### src/rtl/sm4_key_expansion_if.sv
// sm4_key_expansion_if: key request inputs and round-key bank outputs
// of the SM4 key schedule; master = requester, slave = key schedule.
interface sm4_key_expansion_if;
    logic         sm4_enable_in;
    logic         key_valid_in;
    logic [127:0] key_in;
    logic         dec_in;
    logic [31:0]  rk_00_out, rk_01_out, rk_02_out, rk_03_out;
    logic [31:0]  rk_04_out, rk_05_out, rk_06_out, rk_07_out;
    logic [31:0]  rk_08_out, rk_09_out, rk_10_out, rk_11_out;
    logic [31:0]  rk_12_out, rk_13_out, rk_14_out, rk_15_out;
    logic [31:0]  rk_16_out, rk_17_out, rk_18_out, rk_19_out;
    logic [31:0]  rk_20_out, rk_21_out, rk_22_out, rk_23_out;
    logic [31:0]  rk_24_out, rk_25_out, rk_26_out, rk_27_out;
    logic [31:0]  rk_28_out, rk_29_out, rk_30_out, rk_31_out;
    logic         key_exp_ready_out;

    modport master (
        output sm4_enable_in, key_valid_in, key_in, dec_in,
        input  rk_00_out, rk_01_out, rk_02_out, rk_03_out,
        input  rk_04_out, rk_05_out, rk_06_out, rk_07_out,
        input  rk_08_out, rk_09_out, rk_10_out, rk_11_out,
        input  rk_12_out, rk_13_out, rk_14_out, rk_15_out,
        input  rk_16_out, rk_17_out, rk_18_out, rk_19_out,
        input  rk_20_out, rk_21_out, rk_22_out, rk_23_out,
        input  rk_24_out, rk_25_out, rk_26_out, rk_27_out,
        input  rk_28_out, rk_29_out, rk_30_out, rk_31_out,
        input  key_exp_ready_out
    );

    modport slave (
        input  sm4_enable_in, key_valid_in, key_in, dec_in,
        output rk_00_out, rk_01_out, rk_02_out, rk_03_out,
        output rk_04_out, rk_05_out, rk_06_out, rk_07_out,
        output rk_08_out, rk_09_out, rk_10_out, rk_11_out,
        output rk_12_out, rk_13_out, rk_14_out, rk_15_out,
        output rk_16_out, rk_17_out, rk_18_out, rk_19_out,
        output rk_20_out, rk_21_out, rk_22_out, rk_23_out,
        output rk_24_out, rk_25_out, rk_26_out, rk_27_out,
        output rk_28_out, rk_29_out, rk_30_out, rk_31_out,
        output key_exp_ready_out
    );
endinterface

### src/rtl/sm4_key_expansion.sv
// sm4_key_expansion: iterative SM4 key schedule, one round per clock.
// Define SM4_KEY_DEC_EN to honour dec_in (reversed, decryption slot order).
module sm4_sbox (
    input  logic [7:0] a,
    output logic [7:0] y
);
    localparam logic [2047:0] TBL = {
        128'hd690e9fecce13db716b614c228fb2c05,
        128'h2b679a762abe04c3aa44132649860699,
        128'h9c4250f491ef987a33540b43edcfac62,
        128'he4b31ca9c908e89580df94fa758f3fa6,
        128'h4707a7fcf37317ba83593c19e6854fa8,
        128'h686b81b27164da8bf8eb0f4b70569d35,
        128'h1e240e5e6358d1a225227c3b01217887,
        128'hd40046579fd327524c3602e7a0c4c89e,
        128'heabf8ad240c738b5a3f7f2cef96115a1,
        128'he0ae5da49b341a55ad933230f58cb1e3,
        128'h1df6e22e8266ca60c02923ab0d534e6f,
        128'hd5db3745defd8e2f03ff6a726d6c5b51,
        128'h8d1baf92bbddbc7f11d95c411f105ad8,
        128'h0ac13188a5cd7bbd2d74d012b8e5b4b0,
        128'h8969974a0c96777e65b9f109c56ec684,
        128'h18f07dec3adc4d2079ee5f3ed7cb3948
    };

    // entry 0 sits in the top byte, so entry a starts at 8*(255-a)
    logic [10:0] pos;
    assign pos = {~a, 3'b000};
    assign y   = TBL[pos +: 8];
endmodule

module sm4_key_expansion (
    input logic                clk,
    input logic                reset_n,
    sm4_key_expansion_if.slave bus
);
    typedef enum logic [1:0] {
        IDLE,
        EXPAND,
        DONE
    } state_t;

    localparam logic [31:0] FK0 = 32'hA3B1BAC6;
    localparam logic [31:0] FK1 = 32'h56AA3350;
    localparam logic [31:0] FK2 = 32'h677D9197;
    localparam logic [31:0] FK3 = 32'hB27022DC;

    state_t      state;
    logic [31:0] win [4];
    logic [4:0]  cnt;
    logic        ready;
    logic [31:0] bank [32];

    logic [31:0] ck;
    logic [31:0] mix;
    logic [31:0] sub;
    logic [31:0] lin;
    logic [31:0] nxt;
    logic [4:0]  widx;
    logic        accept;

    for (genvar j = 0; j < 4; j++) begin : g_byte
        logic [7:0] idx;
        assign idx = {1'b0, cnt, 2'(j)};
        assign ck[31-8*j -: 8] = idx * 8'd7;
        sm4_sbox u_sbox (
            .a (mix[31-8*j -: 8]),
            .y (sub[31-8*j -: 8])
        );
    end

    assign mix = win[1] ^ win[2] ^ win[3] ^ ck;
    assign lin = sub
               ^ {sub[18:0], sub[31:19]}
               ^ {sub[8:0],  sub[31:9]};
    assign nxt = win[0] ^ lin;

    assign accept = bus.sm4_enable_in
                  & bus.key_valid_in
                  & (state != EXPAND);

`ifdef SM4_KEY_DEC_EN
    logic dec_q;

    always_ff @(posedge clk or negedge reset_n) begin
        if (!reset_n) begin
            dec_q <= 1'b0;
        end else if (accept) begin
            dec_q <= bus.dec_in;
        end
    end

    // 31 - cnt in five bits is the bitwise complement
    assign widx = dec_q ? ~cnt : cnt;
`else
    assign widx = cnt;
`endif

    always_ff @(posedge clk or negedge reset_n) begin
        if (!reset_n) begin
            state <= IDLE;
            cnt   <= '0;
            ready <= 1'b0;
            for (int i = 0; i < 4; i++) begin
                win[i] <= '0;
            end
            for (int i = 0; i < 32; i++) begin
                bank[i] <= '0;
            end
        end else if (!bus.sm4_enable_in) begin
            state <= IDLE;
            cnt   <= '0;
            ready <= 1'b0;
        end else begin
            unique case (state)
                IDLE, DONE: begin
                    if (bus.key_valid_in) begin
                        state  <= EXPAND;
                        cnt    <= '0;
                        ready  <= 1'b0;
                        win[0] <= bus.key_in[127:96] ^ FK0;
                        win[1] <= bus.key_in[95:64]  ^ FK1;
                        win[2] <= bus.key_in[63:32]  ^ FK2;
                        win[3] <= bus.key_in[31:0]   ^ FK3;
                    end
                end
                EXPAND: begin
                    bank[widx] <= nxt;
                    win[0]     <= win[1];
                    win[1]     <= win[2];
                    win[2]     <= win[3];
                    win[3]     <= nxt;
                    cnt        <= cnt + 5'd1;
                    if (cnt == 5'd31) begin
                        state <= DONE;
                        ready <= 1'b1;
                    end
                end
                default: begin
                    state <= IDLE;
                end
            endcase
        end
    end

    assign bus.key_exp_ready_out = ready;

    assign bus.rk_00_out = bank[0];
    assign bus.rk_01_out = bank[1];
    assign bus.rk_02_out = bank[2];
    assign bus.rk_03_out = bank[3];
    assign bus.rk_04_out = bank[4];
    assign bus.rk_05_out = bank[5];
    assign bus.rk_06_out = bank[6];
    assign bus.rk_07_out = bank[7];
    assign bus.rk_08_out = bank[8];
    assign bus.rk_09_out = bank[9];
    assign bus.rk_10_out = bank[10];
    assign bus.rk_11_out = bank[11];
    assign bus.rk_12_out = bank[12];
    assign bus.rk_13_out = bank[13];
    assign bus.rk_14_out = bank[14];
    assign bus.rk_15_out = bank[15];
    assign bus.rk_16_out = bank[16];
    assign bus.rk_17_out = bank[17];
    assign bus.rk_18_out = bank[18];
    assign bus.rk_19_out = bank[19];
    assign bus.rk_20_out = bank[20];
    assign bus.rk_21_out = bank[21];
    assign bus.rk_22_out = bank[22];
    assign bus.rk_23_out = bank[23];
    assign bus.rk_24_out = bank[24];
    assign bus.rk_25_out = bank[25];
    assign bus.rk_26_out = bank[26];
    assign bus.rk_27_out = bank[27];
    assign bus.rk_28_out = bank[28];
    assign bus.rk_29_out = bank[29];
    assign bus.rk_30_out = bank[30];
    assign bus.rk_31_out = bank[31];
endmodule

### src/flat_wrapper.sv
// flat-port wrapper written by rule: the top's interface ports become plain ports
module sm4_key_expansion_flat 
  (clk, reset_n, bus_sm4_enable_in, bus_key_valid_in, bus_key_in, bus_dec_in, bus_rk_00_out, bus_rk_01_out, bus_rk_02_out, bus_rk_03_out, bus_rk_04_out, bus_rk_05_out, bus_rk_06_out, bus_rk_07_out, bus_rk_08_out, bus_rk_09_out, bus_rk_10_out, bus_rk_11_out, bus_rk_12_out, bus_rk_13_out, bus_rk_14_out, bus_rk_15_out, bus_rk_16_out, bus_rk_17_out, bus_rk_18_out, bus_rk_19_out, bus_rk_20_out, bus_rk_21_out, bus_rk_22_out, bus_rk_23_out, bus_rk_24_out, bus_rk_25_out, bus_rk_26_out, bus_rk_27_out, bus_rk_28_out, bus_rk_29_out, bus_rk_30_out, bus_rk_31_out, bus_key_exp_ready_out);
  sm4_key_expansion_if bus_i ();
  input logic clk;
  input logic reset_n;
  input wire logic [$bits(bus_i.sm4_enable_in)-1:0] bus_sm4_enable_in;
  input wire logic [$bits(bus_i.key_valid_in)-1:0] bus_key_valid_in;
  input wire logic [$bits(bus_i.key_in)-1:0] bus_key_in;
  input wire logic [$bits(bus_i.dec_in)-1:0] bus_dec_in;
  output wire logic [$bits(bus_i.rk_00_out)-1:0] bus_rk_00_out;
  output wire logic [$bits(bus_i.rk_01_out)-1:0] bus_rk_01_out;
  output wire logic [$bits(bus_i.rk_02_out)-1:0] bus_rk_02_out;
  output wire logic [$bits(bus_i.rk_03_out)-1:0] bus_rk_03_out;
  output wire logic [$bits(bus_i.rk_04_out)-1:0] bus_rk_04_out;
  output wire logic [$bits(bus_i.rk_05_out)-1:0] bus_rk_05_out;
  output wire logic [$bits(bus_i.rk_06_out)-1:0] bus_rk_06_out;
  output wire logic [$bits(bus_i.rk_07_out)-1:0] bus_rk_07_out;
  output wire logic [$bits(bus_i.rk_08_out)-1:0] bus_rk_08_out;
  output wire logic [$bits(bus_i.rk_09_out)-1:0] bus_rk_09_out;
  output wire logic [$bits(bus_i.rk_10_out)-1:0] bus_rk_10_out;
  output wire logic [$bits(bus_i.rk_11_out)-1:0] bus_rk_11_out;
  output wire logic [$bits(bus_i.rk_12_out)-1:0] bus_rk_12_out;
  output wire logic [$bits(bus_i.rk_13_out)-1:0] bus_rk_13_out;
  output wire logic [$bits(bus_i.rk_14_out)-1:0] bus_rk_14_out;
  output wire logic [$bits(bus_i.rk_15_out)-1:0] bus_rk_15_out;
  output wire logic [$bits(bus_i.rk_16_out)-1:0] bus_rk_16_out;
  output wire logic [$bits(bus_i.rk_17_out)-1:0] bus_rk_17_out;
  output wire logic [$bits(bus_i.rk_18_out)-1:0] bus_rk_18_out;
  output wire logic [$bits(bus_i.rk_19_out)-1:0] bus_rk_19_out;
  output wire logic [$bits(bus_i.rk_20_out)-1:0] bus_rk_20_out;
  output wire logic [$bits(bus_i.rk_21_out)-1:0] bus_rk_21_out;
  output wire logic [$bits(bus_i.rk_22_out)-1:0] bus_rk_22_out;
  output wire logic [$bits(bus_i.rk_23_out)-1:0] bus_rk_23_out;
  output wire logic [$bits(bus_i.rk_24_out)-1:0] bus_rk_24_out;
  output wire logic [$bits(bus_i.rk_25_out)-1:0] bus_rk_25_out;
  output wire logic [$bits(bus_i.rk_26_out)-1:0] bus_rk_26_out;
  output wire logic [$bits(bus_i.rk_27_out)-1:0] bus_rk_27_out;
  output wire logic [$bits(bus_i.rk_28_out)-1:0] bus_rk_28_out;
  output wire logic [$bits(bus_i.rk_29_out)-1:0] bus_rk_29_out;
  output wire logic [$bits(bus_i.rk_30_out)-1:0] bus_rk_30_out;
  output wire logic [$bits(bus_i.rk_31_out)-1:0] bus_rk_31_out;
  output wire logic [$bits(bus_i.key_exp_ready_out)-1:0] bus_key_exp_ready_out;
  assign bus_i.sm4_enable_in = bus_sm4_enable_in;
  assign bus_i.key_valid_in = bus_key_valid_in;
  assign bus_i.key_in = bus_key_in;
  assign bus_i.dec_in = bus_dec_in;
  assign bus_rk_00_out = bus_i.rk_00_out;
  assign bus_rk_01_out = bus_i.rk_01_out;
  assign bus_rk_02_out = bus_i.rk_02_out;
  assign bus_rk_03_out = bus_i.rk_03_out;
  assign bus_rk_04_out = bus_i.rk_04_out;
  assign bus_rk_05_out = bus_i.rk_05_out;
  assign bus_rk_06_out = bus_i.rk_06_out;
  assign bus_rk_07_out = bus_i.rk_07_out;
  assign bus_rk_08_out = bus_i.rk_08_out;
  assign bus_rk_09_out = bus_i.rk_09_out;
  assign bus_rk_10_out = bus_i.rk_10_out;
  assign bus_rk_11_out = bus_i.rk_11_out;
  assign bus_rk_12_out = bus_i.rk_12_out;
  assign bus_rk_13_out = bus_i.rk_13_out;
  assign bus_rk_14_out = bus_i.rk_14_out;
  assign bus_rk_15_out = bus_i.rk_15_out;
  assign bus_rk_16_out = bus_i.rk_16_out;
  assign bus_rk_17_out = bus_i.rk_17_out;
  assign bus_rk_18_out = bus_i.rk_18_out;
  assign bus_rk_19_out = bus_i.rk_19_out;
  assign bus_rk_20_out = bus_i.rk_20_out;
  assign bus_rk_21_out = bus_i.rk_21_out;
  assign bus_rk_22_out = bus_i.rk_22_out;
  assign bus_rk_23_out = bus_i.rk_23_out;
  assign bus_rk_24_out = bus_i.rk_24_out;
  assign bus_rk_25_out = bus_i.rk_25_out;
  assign bus_rk_26_out = bus_i.rk_26_out;
  assign bus_rk_27_out = bus_i.rk_27_out;
  assign bus_rk_28_out = bus_i.rk_28_out;
  assign bus_rk_29_out = bus_i.rk_29_out;
  assign bus_rk_30_out = bus_i.rk_30_out;
  assign bus_rk_31_out = bus_i.rk_31_out;
  assign bus_key_exp_ready_out = bus_i.key_exp_ready_out;
  sm4_key_expansion u_core (.clk(clk), .reset_n(reset_n), .bus(bus_i));
endmodule
### config.mk
export PLATFORM = sky130hd
export DESIGN_NAME = sm4_key_expansion_flat
export DESIGN_NICKNAME = d
export VERILOG_FILES = /design/src/rtl/sm4_key_expansion_if.sv /design/src/rtl/sm4_key_expansion.sv /design/src/flat_wrapper.sv
export SDC_FILE = /design/constraint.sdc
export NUM_CORES = 2
export LEC_CHECK = 0
export BUFFER_PORTS_ARGS = -buffer_cell sky130_fd_sc_hd__buf_2
export CORE_AREA = 5 5 448 450
export DETAILED_ROUTE_END_ITERATION = 10
export DIE_AREA = 0 0 453 455
export GPL_ROUTABILITY_DRIVEN = 0
export HOLD_SLACK_MARGIN = 0.02
export PLACE_DENSITY_LB_ADDON = 0.12
export SYNTH_ARGS = -nofsm -noshare
export SYNTH_HDL_FRONTEND = slang
export SYNTH_HIERARCHICAL = 1
export SYNTH_SLANG_ARGS = --single-unit
export TNS_END_PERCENT = 30
### constraint.sdc
create_clock -name clk -period 6.9 [get_ports clk]
set_clock_uncertainty 0.2 [all_clocks]
set_input_delay 0.345 -clock clk [delete_from_list [all_inputs] [get_ports clk]]
set_output_delay 0.345 -clock clk [all_outputs]
set_load 0.005 [all_outputs]
[Yosys cells after proc, flatten, opt, wreduce, memory -nomap -nowiden]
Index checks and enable logic that the tools add are counted.
Operators by class
  add/subtract/negate cells: 1
  multipliers: 4
  div/mod/pow operators: 0
  magnitude comparators: 2
  equality and inequality tests: 7
  shift-type cells: 4
  multiplexer cells: 16
  bitwise logic cells: 15
  reduce and logical (&&, ||, !) cells: 9
Operator list (number)
  variable part select 2048 x 12 -> 8 bit (first input constant): 4
  bitwise mux 1024 bit: 1
  case mux 128 bit (2 select lines): 1
  XOR 32 bit: 6
  demux 32 bit (select 5 bit): 1
  2-to-1 mux 128 bit: 1
  2-to-1 mux 32 bit: 1
  inverter 8 bit: 4
  inverter 14 bit: 2
  inverter 19 bit: 1
  inverter 17 bit: 1
  multiplier 7 x 3 -> 8 bit (second input constant): 2
  2-to-1 mux 5 bit: 2
  case mux 5 bit (2 select lines): 1
  multiplier 6 x 3 -> 7 bit (second input constant): 1
  >= comparator 6 bit (second input constant): 1
  < comparator 6 x 1 -> 1 bit (second input constant): 1
  multiplier 5 x 3 -> 6 bit (second input constant): 1
  2-to-1 mux 2 bit: 3
  inverter 5 -> 6 bit: 1
  AND reduction 2 bit: 3
  AND reduction 3 bit: 2
  adder 5 x 1 -> 5 bit (second input constant): 1
  == test 5 bit (second input constant): 1
  other kinds (13): 15
Word-level totals
  register bits: 1160
  latch bits: 0
  RAM bits: 0
  bits in read-only memories: 0
  input bits: 133
  output and inout bits: 1025
  word-level logic and storage cells: 97
  memories kept: 0

[Depth between registers and ports, before layout]
  depth in word-level cells: 9
  gate-level depth with buffers: 20
  gate-level depth less buffers: 17

[By module]
Netlist, hierarchy kept.
By module, submodules not included
  sm4_key_expansion: times used 1, cells an instance 4353, area each 44933.1 um2, sequential area each 29027.8 um2
  sm4_sbox: times used 4, cells an instance 537, area each 3270.6 um2, sequential area each 0.0 um2

[Least setup slack after synthesis]
No wires, ideal clock.
  path type: register to register
  start point: reg u_core.cnt[2]
  end point: reg u_core.bank (netlist bit u_core/bus.rk_09_out[24])
  setup time: 133 ps
  data arrival time: 4537 ps
  data required time: 6567 ps
  path slack: 2030 ps
  stages on the path, launching flop included: 17
  buffers on the path: 4
  period minus slack after synthesis: 4870 ps
  path through: dfrtp_1 -> fa_1 -> ha_1 -> clkbuf_1 -> xor2_1 -> xnor2_1 -> xnor2_1 -> buf_2 -> buf_2 -> nor2_1 -> a221oi_1 -> a211oi_1 -> nor4_1 -> xnor2_1 -> xnor2_1 -> clkbuf_1 -> o21ai_0
On the way
  elaborated cells on any way between the ends: 20
  classes of those cells: mul (3); order compare (2); shift (3); mux (3); bitwise (8); reduce/logical (1)
RTL lines
  start, declared: RTL line sm4_key_expansion.sv:50  | logic [4:0] cnt;
  start signal, assigned: RTL line sm4_key_expansion.sv:133  | cnt <= cnt + 5'd1;
  multiplier 7 x 3 -> 8 bit: RTL line sm4_key_expansion.sv:65  | assign ck[31-8*j -: 8] = idx * 8'd7;
  XOR 32 bit: RTL line sm4_key_expansion.sv:72  | assign mix = win[1] ^ win[2] ^ win[3] ^ ck;
  named net u_core.mix[5]: RTL line sm4_key_expansion.sv:55  | logic [31:0] mix;
  inverter 8 bit: RTL line sm4_key_expansion.sv:28  | assign pos = {~a, 3'b000};
  variable part select 2048 x 12 -> 8 bit: RTL line sm4_key_expansion.sv:29  | assign y = TBL[pos +: 8];
  named net u_core.sub[1]: RTL line sm4_key_expansion.sv:56  | logic [31:0] sub;
  XOR 32 bit: RTL line sm4_key_expansion.sv:75  | ^ {sub[8:0], sub[31:9]};
  XOR 32 bit: RTL line sm4_key_expansion.sv:76  | assign nxt = win[0] ^ lin;
  bitwise mux 1024 bit: RTL line sm4_key_expansion.sv:128  | bank[widx] <= nxt;
  end signal, assigned by index: RTL line sm4_key_expansion.sv:128
  end, declared: RTL line sm4_key_expansion.sv:52  | logic [31:0] bank [32];
The timed path passes the listed nets, and every way through them passes these cells.
A chain may end at the register's enable or synchronous reset.

[Final worst setup path]
  start point: reg u_core.cnt[1]
  end point: reg u_core.bank (netlist bit u_core/bus.rk_06_out[24])
Same word-level chain as after synthesis.

==> flow_summary.ini <==
[outcome]
status = completed

[logic_synthesis]
yosysMostFrequentCell = nand2_1
synth_top_area_frac = 0.5003
synthArstFlopShare = 1.000
yosys.area.top_type = dfrtp_1
syn-num-nets = 6711
synth_ff_type = dfrtp_1
netlist_instances = 6501
syn_avg_cell_area_um2 = 8.924
synth_cell_types = 76
yosysSeqAreaShare = 0.5003
synthTopCellsByCount = nand2_1 (1396), o21ai_0 (1257), dfrtp_1 (1160)
synth-edff-count = 0
synth.area.top_cells = dfrtp_1 (50%), o21ai_0 (11%), nand2_1 (9.0%)
synth_seq_cells = 1160
yosys_warnings = 6
netlist_area_um2 = 58020

[finish]
multi_input_area_um2 = 26380
final_area_um2 = 72830
largest-register = u_core/win
regArea_um2 = 29030
fillers = 20410
fin_nets = 7705
final_util = 0.3712
synthToLayoutAreaGrowth_pct = 25.54
drive_above_1_share = 0.2273
largest_reg_flops = 128

[setup_path]
required_ps = 7340
r2r-start = u_core/cnt[1]
worst_setup_path_end_kind = flop
critPathLaunchType = flop
cp_slowest_stage_delay_ps = 840
critPathArrivalTime_ps = 6940
path_class = flop to flop
worstRegToRegCells = 17
cp_max_fo = 26
cp-startpoint = u_core/cnt[1]
crit_slowest_cell = xnor2_1
crit_chain = inv_1, ha_2, xnor2_1, xnor2_1, xnor2_4, buf_4, nor2_1, nand2_1, o221a_2, o2111ai_1, o31ai_1, nor4_1, buf_4, xnor2_1, xnor2_4, buf_4, o21ai_0

[route]
via_per_inst = 5.338
totalWireLength_um = 295900
num_vias = 54790
firstDrtPassIters = 6
drcViolationCount = 0
first_iter_violations = 6688
drtAntennaViolNets = 0
wl_per_cell_um = 28.83

[clocking]
insertion_delay_ps = 820
clk_pin_slew_ps = 50
cts_root_buffer = clkbuf_16
post_cts_buffers = 0
cts_buffers = 137
cts_tree = built
h-tree-depth = 4
clock_sinks = 1160
clk_path_buf_depth = 3

[floorplan]
core-area_um2 = 196200
start_util = 0.2957
fp.dieW_um = 453
die_area_um2 = 206100
rows = 163
ios = 1158
fp.dieH_um = 455

[global_routing]
grt-ovfl-total = 0
grt_antenna_before_repair = 50
grt_pass1_wl_um = 413000
grt_max_degree = 156
track_usage = 0.2759
grt_pass1_vias = 52530

[timing]
rsz0062_at_grt = false
hold_viol = 0
post-route-period-util = 0.9418
min_period_ps = 6498
fmax_ghz = 0.1539
tightest_slew_ps = 1151
finalSetupViolCount = 0
slew_violations = 0
setup_tns_ps = 0
slew_headroom = 0.2291
setup_slack_ps = 401.7

[placed_design]
postPlaceCellArea_um2 = 66670
hpwl_um = 208400
port_buffers = 1156
place_ws_ps = 244.7

[hold_path]
hold_class = input port to flop
min_from = bus_key_in[71]
min_path_cells = 4

[run]
cap_violations = 0
[logic make-up (layout without fill, tap and decap cells)]
family                   count (synthesis)  in the layout  synth area share
XOR/XNOR                               202            203           0.03050
multiplexers                            37             37          0.009942
AO/OA/AOI/OAI                         2138           2138            0.2175
AND/OR/NAND/NOR                       2190           2190            0.1699
adder cells (fa/ha/maj)                 77             77           0.01764
flip-flops                            1160           1160            0.5003
buffers and inverters                  697           1797           0.05420
other                                    0             22                 0
[worst max-delay path, delay by kind of cell, from the launching register on]
kind | cells | cell delay [ps]
and+or+nand+nor | 3 | 1110
buffers and inverters | 4 | 1190
xor gates and xnor gates | 5 | 2160
AOI/OAI and AO/OA | 4 | 670
adders and majority gates | 1 | 380
DFF | 1 | 610
[cell usage in the layout (no fill, tap or decap), types with 67 or more instances in the layout]
cell | netlist | layout
nand2b_1 | 80 | 79
dlygate4sd3_1 | 0 | 133
clkbuf_16 | 0 | 141
o21ai_0 | 1257 | 1257
a21oi_1 | 244 | 244
xnor2_1 | 182 | 125
nand2_1 | 1396 | 1395
o211ai_1 | 104 | 104
dfrtp_1 | 1160 | 1160
nor2_1 | 232 | 231
buf_4 | 30 | 172
nor2b_1 | 92 | 92
nor3_1 | 118 | 118
ha_1 | 69 | 67
a31oi_1 | 75 | 75
buf_2 | 232 | 1155
nand3_1 | 82 | 82
[layer usage]
layer / vias up / track usage / wire length (um)
li1: 24670 / - / -
met1: 26580 / 0.3406 / 116000
met2: 2914 / 0.4557 / 138700
met3: 617 / 0.07112 / 25540
met4: 8 / 0.1235 / 15550
met5: - / 0 / 52
[path summary, 6_finish.rpt]
kind	to	slack [ps]
max	u_core/bus.rk_06_out[24]	400
min	u_core/win[71]	180
max reg2reg	u_core/bus.rk_06_out[24]	400
min reg2reg	u_core/bus.rk_29_out[23]	270
max in group asynchronous	u_core/bus.rk_25_out[15]	4530
min in group asynchronous	u_core/cnt[4]	470
[cell type report]
cell class | count | area share
Clock buffer | 204 | 0.05554
Timing Repair Buffer | 1498 | 0.1259
Antenna cell | 22 | 0.0007559
Clock inverter | 42 | 0.009002
Tap cell | 2640 | 0.04535
Inverter | 53 | 0.002731
Sequential cell | 1160 | 0.3986
Multi-Input combinational cell | 4645 | 0.3622
[metrics by stage]
stage          hold WS [ps]  cells
2_1_floorplan        -150.6   6501
3_3_place_gp          243.6   9861
3_5_place_dp          247.5   9861
4_1_cts               87.10  10240
5_1_grt               149.2  10250
6_report              183.5  10260
[repair_timing]
action / in CTS / in global routing
hold buffers: 134 / 0
resized for setup: 0 / 4
hold endpoints to repair: 239 / 0
endpoints found under the setup margin: 0 / 44
Power is left out: the tool's default activity adds up to more than one toggle a clock period on the data nets, which glitch-free logic cannot reach.
